<file path="config.mk">
export PLATFORM = sky130hd
export DESIGN_NAME = mem_read_arbiter
export DESIGN_NICKNAME = d
export VERILOG_FILES = /design/src/rtl/mem_read_arbiter.sv
export SDC_FILE = /design/constraint.sdc
export NUM_CORES = 1
export LEC_CHECK = 0
export ABC_CLOCK_PERIOD_IN_PS = 2200
export CORE_ASPECT_RATIO = 1.1
export CORE_MARGIN = 5
export CORE_UTILIZATION = 35
export DETAILED_ROUTE_END_ITERATION = 16
export PLACE_DENSITY = 0.85
export SLEW_MARGIN = 20
export SYNTH_ARGS = -nofsm -noshare
export SYNTH_HDL_FRONTEND = slang
export SYNTH_SLANG_ARGS = --single-unit
export TNS_END_PERCENT = 1
</file>
<file path="constraint.sdc">
create_clock -name clk -period 2.2 [get_ports clk]
set_clock_uncertainty 0.15 [all_clocks]
set_input_delay 0.44 -clock clk [delete_from_list [all_inputs] [get_ports clk]]
set_output_delay 0.44 -clock clk [all_outputs]
set_load 0.1 [all_outputs]
</file>
<file path="src/rtl/mem_read_arbiter.sv">
// mem_read_arbiter
//
// Two-port read arbiter and four-phase req/fin responder in front of a
// single-port synchronous RAM. Port 0 is the core load path, port 1 is the
// debug memory checker. Requests are served one at a time. When both ports
// request together, the port that was not granted last wins.
//
// Ports:
//   clk, reset            single clock, synchronous active-high reset
//   rdN_req / rdN_addr    request level and byte address (N = 0, 1)
//   rdN_fin               completion level, held until rdN_req drops
//   rdN_data / rdN_err    read word and out-of-range flag, valid while rdN_fin
//   mem_en / mem_addr     one-cycle RAM read strobe and word address
//   mem_rdata             RAM read data, READ_LATENCY cycles after mem_en
//   busy                  high whenever the arbiter is not idle
//
// All outputs are registered.
module mem_read_arbiter #(
  parameter int unsigned ADDR_WIDTH   = 12,
  parameter int unsigned READ_LATENCY = 1   // legal range 1..4
) (
  input  logic                  clk,
  input  logic                  reset,
  input  logic                  rd0_req,
  input  logic [31:0]           rd0_addr,
  output logic                  rd0_fin,
  output logic [31:0]           rd0_data,
  output logic                  rd0_err,
  input  logic                  rd1_req,
  input  logic [31:0]           rd1_addr,
  output logic                  rd1_fin,
  output logic [31:0]           rd1_data,
  output logic                  rd1_err,
  output logic                  mem_en,
  output logic [ADDR_WIDTH-1:0] mem_addr,
  input  logic [31:0]           mem_rdata,
  output logic                  busy
);

  localparam logic [1:0] IDLE  = 2'd0;
  localparam logic [1:0] ISSUE = 2'd1;
  localparam logic [1:0] WAIT  = 2'd2;
  localparam logic [1:0] DONE  = 2'd3;

  localparam logic [1:0] LAT_LOAD = 2'(READ_LATENCY - 1);

  logic [1:0]            state_q, state_d;
  logic                  gnt_q, gnt_d;
  logic                  last_grant_q, last_grant_d;
  logic [1:0]            cnt_q, cnt_d;
  logic                  rd0_fin_q, rd0_fin_d;
  logic                  rd1_fin_q, rd1_fin_d;
  logic [31:0]           rd0_data_q, rd0_data_d;
  logic [31:0]           rd1_data_q, rd1_data_d;
  logic                  rd0_err_q, rd0_err_d;
  logic                  rd1_err_q, rd1_err_d;
  logic                  mem_en_q, mem_en_d;
  logic [ADDR_WIDTH-1:0] mem_addr_q, mem_addr_d;
  logic                  busy_q, busy_d;

  // Arbitration for the IDLE state: a lone request wins outright, a tie goes
  // to the port not granted last.
  logic        any_req;
  logic        pick;
  logic [31:0] pick_addr;
  logic        pick_oor;
  logic        gnt_req;

  assign any_req   = rd0_req | rd1_req;
  assign pick      = (rd0_req & rd1_req) ? ~last_grant_q : rd1_req;
  assign pick_addr = pick ? rd1_addr : rd0_addr;
  // Any byte-address bit above the RAM word range marks the access invalid.
  assign pick_oor  = |(pick_addr >> (ADDR_WIDTH + 2));
  assign gnt_req   = gnt_q ? rd1_req : rd0_req;

  always_comb begin
    state_d      = state_q;
    gnt_d        = gnt_q;
    last_grant_d = last_grant_q;
    cnt_d        = cnt_q;
    rd0_fin_d    = rd0_fin_q;
    rd1_fin_d    = rd1_fin_q;
    rd0_data_d   = rd0_data_q;
    rd1_data_d   = rd1_data_q;
    rd0_err_d    = rd0_err_q;
    rd1_err_d    = rd1_err_q;
    mem_en_d     = 1'b0;
    mem_addr_d   = mem_addr_q;

    unique case (state_q)
      IDLE: begin
        if (any_req) begin
          gnt_d = pick;
          if (pick_oor) begin
            // Out-of-range requests complete at once without touching the RAM.
            state_d = DONE;
            if (pick) begin
              rd1_data_d = '0;
              rd1_err_d  = 1'b1;
              rd1_fin_d  = 1'b1;
            end else begin
              rd0_data_d = '0;
              rd0_err_d  = 1'b1;
              rd0_fin_d  = 1'b1;
            end
          end else begin
            state_d    = ISSUE;
            mem_en_d   = 1'b1;
            mem_addr_d = pick_addr[ADDR_WIDTH+1:2];
          end
        end
      end
      ISSUE: begin
        state_d = WAIT;
        cnt_d   = LAT_LOAD;
      end
      WAIT: begin
        if (cnt_q != 2'd0) begin
          cnt_d = cnt_q - 2'd1;
        end else begin
          // Data is always captured; fin is withheld if the requester gave up.
          if (gnt_q) begin
            rd1_data_d = mem_rdata;
            rd1_err_d  = 1'b0;
            rd1_fin_d  = gnt_req;
          end else begin
            rd0_data_d = mem_rdata;
            rd0_err_d  = 1'b0;
            rd0_fin_d  = gnt_req;
          end
          if (gnt_req) begin
            state_d = DONE;
          end else begin
            state_d      = IDLE;
            last_grant_d = gnt_q;
          end
        end
      end
      DONE: begin
        if (!gnt_req) begin
          rd0_fin_d    = 1'b0;
          rd1_fin_d    = 1'b0;
          last_grant_d = gnt_q;
          state_d      = IDLE;
        end
      end
      default: state_d = IDLE;
    endcase

    busy_d = (state_d != IDLE);
  end

  always_ff @(posedge clk) begin
    if (reset) begin
      state_q      <= IDLE;
      gnt_q        <= 1'b0;
      last_grant_q <= 1'b1;
      cnt_q        <= 2'd0;
      rd0_fin_q    <= 1'b0;
      rd1_fin_q    <= 1'b0;
      rd0_data_q   <= '0;
      rd1_data_q   <= '0;
      rd0_err_q    <= 1'b0;
      rd1_err_q    <= 1'b0;
      mem_en_q     <= 1'b0;
      mem_addr_q   <= '0;
      busy_q       <= 1'b0;
    end else begin
      state_q      <= state_d;
      gnt_q        <= gnt_d;
      last_grant_q <= last_grant_d;
      cnt_q        <= cnt_d;
      rd0_fin_q    <= rd0_fin_d;
      rd1_fin_q    <= rd1_fin_d;
      rd0_data_q   <= rd0_data_d;
      rd1_data_q   <= rd1_data_d;
      rd0_err_q    <= rd0_err_d;
      rd1_err_q    <= rd1_err_d;
      mem_en_q     <= mem_en_d;
      mem_addr_q   <= mem_addr_d;
      busy_q       <= busy_d;
    end
  end

  assign rd0_fin  = rd0_fin_q;
  assign rd1_fin  = rd1_fin_q;
  assign rd0_data = rd0_data_q;
  assign rd1_data = rd1_data_q;
  assign rd0_err  = rd0_err_q;
  assign rd1_err  = rd1_err_q;
  assign mem_en   = mem_en_q;
  assign mem_addr = mem_addr_q;
  assign busy     = busy_q;

endmodule

</file>
* After elaboration in Yosys (flattened, before gate mapping)
Index checks and enable logic that the tools add are counted. Widths: inputs -> output; s select.
Storage, ports and cells: flip-flop bits (word level) 88, output and inout port bits 82
Cells by class: $add $sub $neg 1, equality and inequality tests 12, mux-type cells 46, bitwise operators 6, reduce and logical (&&, ||, !) cells 17
Operators by type and width (count):
- $mux 32 | 11
- $pmux 32 s2 | 2
- $mux 1 | 20
- $ne 2x2->1 const B | 9
- $reduce_or 18->1 | 1
- $reduce_and 7->1 | 2
- $mux 2 | 6
- $reduce_and 6->1 | 2
- $reduce_bool 2->1 | 5
- $pmux 2 s4 | 1
- $pmux 1 s2 | 3
- $pmux 1 s3 | 2
- $reduce_and 2->1 | 3
- $eq 2x2->1 const B | 2
- $not 1->1 | 4
- $pmux 2 s2 | 1
- $reduce_and 3->1 | 1
- $reduce_bool 3->1 | 1
- $reduce_or 3->1 | 1
- $eq 2x1->1 const B | 1
- $logic_not 2->1 | 1
- $sub 2x1->2 const B | 1
- $and 1x1->1 | 1
- $or 1x1->1 | 1

* Depth between registers and ports, before layout
depth after elaboration 8, mapped depth 8, mapped depth without buffers 7

* Worst setup path after synthesis
No wires, ideal clock.
kind in2reg, from in rd0_addr[15], to reg mem_addr_q[10] (netlist: mem_addr[10]), arrival 1.859 ns, slack 0.070 ns, stages on the path 6, cells stage by stage or4_1 nor2_1 nand3_1 o31ai_2 buf_4 mux2_2
On the way: cells in the longest elaborated chain, start to end 4
Ends and longest elaborated chain:
- start, declared | RTL line 25 | input logic [31:0] rd0_addr,
- $mux 32 | RTL line 71 | assign pick_addr = pick ? rd1_addr : rd0_addr;
- $reduce_or 18->1 | RTL line 73 | assign pick_oor = |(pick_addr >> (ADDR_WIDTH + 2));
- $not 1->1 (no line)
- $reduce_and 3->1 (no line)
- end signal, assigned | RTL line 180 | mem_addr_q <= mem_addr_d;
- end, declared | RTL line 58 | logic [ADDR_WIDTH-1:0] mem_addr_q, mem_addr_d;
No other way between the ends. A chain may end at the register's enable or synchronous reset.

* Worst setup path after layout
from in rd1_addr[30], to reg rd1_data_q[4] (netlist: rd1_data[4])
On the way: cells in the longest elaborated chain, start to end 4
Ends and longest elaborated chain:
- start, declared | RTL line 30 | input logic [31:0] rd1_addr,
- $mux 32 | RTL line 71
- $reduce_or 18->1 | RTL line 73
- $ne 2x2->1 (no line)
- $reduce_and 6->1 (no line)
- end signal, assigned | RTL line 176 | rd1_data_q <= rd1_data_d;
- end, declared | RTL line 54 | logic [31:0] rd1_data_q, rd1_data_d;
No other way between the ends.

==> results.md <==
- Violation count after the first detailed-route iteration: 140
- Root cell of the clock tree: sky130_fd_sc_hd__clkbuf_8
- Total GRT Usage: 0.1814
- First-pass GRT wire length: 17,760 um
- Peak clock frequency supported by timing: 0.4603 GHz
- Routability congestion estimate: 0.8435
- Part of the power in registers: 0.413
- Netlist Area Pre-Place: 3456 sq um
- Vias per std cell: 5.300
- Cts bufs inserted: 9
- Initial antenna violation count: 0
- Endpoints failing hold: 0
- Cell accounting for the most synthesized area: sky130_fd_sc_hd__dfxtp_1
- Register bit total from synthesis: 88
- Non-filler cells, final: 651
- Total iterations of the first detailed-routing run: 4
- Reg-to-reg critical path endpoint: rd1_data[4]
- Hold_ws: 0.3277 ns
- Count of unresolved DRC violations after routing: 0
- Clk_lat worst skew: 0.35 ns
- WL final: 11,520 um
- Estimated wirelength of the detail-placed design: 8214 um
- Die Area: 11,960 sq um
- Cell row count: 38
- Pin count of the biggest net entering global routing: 28
- Cell type group with the largest total delay on the critical path: buffers and inverters
- TritonCTS sink count: 88
- Yosys top cell area share: 0.5098
- Syn Area/Cell: 10.57 sq um
- Die span in y: 114.2 um
- CP Depth: 9
- Net switching power: 1.416 mW
- TritonCTS clock tree: yes
- Crit share post-route: 0.9875
- Worst Setup Path Type: primary input to register
- Routed wire per std cell: 17.70 um
- Cell types occupying the most area after synthesis: sky130_fd_sc_hd__dfxtp_1 (51%), sky130_fd_sc_hd__a22o_1 (16%), sky130_fd_sc_hd__mux2i_1 (3.8%), sky130_fd_sc_hd__nor2_1 (3.3%), sky130_fd_sc_hd__mux2_2 (2.9%)
- Clock transition at the registers of the reported paths: 0.08 ns
- Layout overhead on the synthesized area: 67.89%
- Die width: 104.7 um
- Cell count after synthesis: 327
- Maximum buffer depth of the clock tree: 2
- Worst Setup EP: rd1_data[4]
- Internal power consumption: 2.759 mW
- Smallest setup slack after layout: 0.02751 ns
- Highest fanout seen on the critical path: 6
- Post-layout min period: 2.172 ns
- Util after Layout: 0.5953
- Critical-path cell list: clkdlybuf4s50_1, nor2_2, nand3_1, or4_4, a31oi_4, buf_12, buf_8, buf_12, a22o_1
- Cell mode on critical path: sky130_fd_sc_hd__buf_12
- Worst Reg2Reg Path Length in Cells: 10
- Internal reg-to-reg setup slack: 0.06 ns
- Antenna diodes: 0
- Final net count: 627
- Count of unique library cells instantiated by Yosys: 44
- YS warnings: 0
- Maximum cell stage delay along the critical path: 0.51 ns
- Max-cap check violation count: 0
- Synthesized Nets: 428
- Worst voltage drop across the vdd grid: 255.7 uV
- Data arrival time of the worst path: 2.32 ns
- Crit. Startpoint: rd1_addr[30]
- Number of hold buffers added after CTS: 0
- Max Slew Vio Count: 0
- Worst endpoint required time: 2.34 ns
- Max-Slew Margin vs Limit: 0.6537
- Final setup violation count: 0
- Most frequent standard cell in the layout excluding fill and tap cells: sky130_fd_sc_hd__buf_4
- Post-placement cell area: 5280 sq um
- Number of routed nets with antenna violations: 0
- Starting utilization of the core area: 0.3546
- Maximum level of the CTS H-tree: 3
- Type of element capturing the critical path: register
- Switching part of the total: 0.3391
- Cells after DPL: 624
- Crit path launch type: primary input
- Outcome: complete, no violations
- Combined buffer and inverter count along the critical path: 4
- Fraction of layout instances using a drive strength above 1: 0.3126
- Setup TNS Final: 0 ns
- Port Buffers: 177
- Total via count in the routed design: 3,450
- Global-route congestion overflow total: 0
- Area of all placed cells without fillers: 5802 sq um
- Worst-margin pin slew: 0.5141 ns
- Proportion of synthesized chip area in sequential cells: 0.5098
- R2R Path Start: cnt_q[0]
- Slowest cell on crit path: sky130_fd_sc_hd__or4_4
- Top-level port count: 182
- Worst setup slack after placement: -0.4725 ns
- Areal power density over the cells: 719.6 nW/um^2
- Most frequent cells in the layout: sky130_fd_sc_hd__buf_4 (106), sky130_fd_sc_hd__dfxtp_1 (88), sky130_fd_sc_hd__clkdlybuf4s50_1 (73)
- Core region area: 9747 sq um
- Post-route total power: 4.175 mW
- Vias in the first global route: 3,618
- Type of the most critical hold path: register to register
- Leak Pwr: 2.542 nW
- Gate power share: 0.302
- Clock power share: 0.286
==> state kept, by name (all words and copies together) (netlist names) <==
signal        count
rd0_data         32
state_q           2
rd0_fin           1
last_grant_q      1
mem_en            1
rd1_data         32
mem_addr         12
rd1_fin           1
gnt_q             1
rd1_err           1
busy              1
rd0_err           1
cnt_q             2
==> logic make-up after synthesis <==
family,Yosys count,share of synthesized area
AOI/OAI and AO/OA,99,0.2353
muxes,26,0.08001
adders and majority gates,1,0.003620
and+or+nand+nor,82,0.1253
DFF,88,0.5098
buffers and inverters,31,0.04598
==> worst min-delay path by stage <==
stage,from,to,slack (ns),depth (start not counted)
3_5_place_dp,rd1_data[31],rd1_data[31],0.31,1
4_1_cts,rd0_data[26],rd0_data[26],0.33,1
5_1_grt,rd0_data[23],rd0_data[23],0.34,1
2_1_floorplan,cnt_q[0],cnt_q[0],0.30,2
6_report,rd1_data[17],rd1_data[17],0.33,1
3_3_place_gp,rd1_data[17],rd1_data[17],0.31,1
==> power groups by stage <==
stage | registers, mW | clock network (mW) | logic [mW]
floorplan | 2.25 | 0 | 0.267
global placement | 1.75 | 0 | 1.16
detailed placement | 1.76 | 0 | 1.18
CTS | 1.72 | 1.23 | 1.25
global route | 1.73 | 1.29 | 1.31
finish | 1.72 | 1.19 | 1.26
==> cells in the mapped netlist (all sizes together) <==
master   number
a31oi         3
and4          1
o21a          4
a22oi         2
and2          2
a22o         64
nand2         6
buf          11
ha            1
nor3          6
clkbuf       14
a21o          1
dfxtp        88
and3b         1
a221o         1
a221oi        1
a2bb2oi       1
and3          2
nand3         4
nor4          9
o31ai         1
nor4bb        1
or4           2
mux2         13
o2bb2ai       2
a21boi        1
a21oi         8
nor2b        15
mux2i        13
nor4b         1
o21ai         9
nand2b        1
inv           6
nor2         30
o22ai         1
nand4         1
==> per-layer routing <==
metal,track usage,share of wire
met5,0,0
met4,0.08610,0.026
met3,0.05471,0.089
met2,0.3254,0.50
met1,0.1944,0.38
==> what timing repair did <==
action | in CTS | in global routing
setup buffers | 6 | 1
gates cloned | 3 | 1
gates resized for setup | 32 | 25
pin swaps | 13 | 14
endpoints found under the setup margin | 44 | 47
==> layout make-up <==
cell class	count	area [sq um]
fillers	797	3945
repair buffers	213	2002
flip-flops and latches	88	1762
multi-input cells	208	1654
well taps	120	150.1
clock buffers	10	127.6
clock inverters	6	83.83
inverters	6	22.52
(Power assumes the default switching activity.)
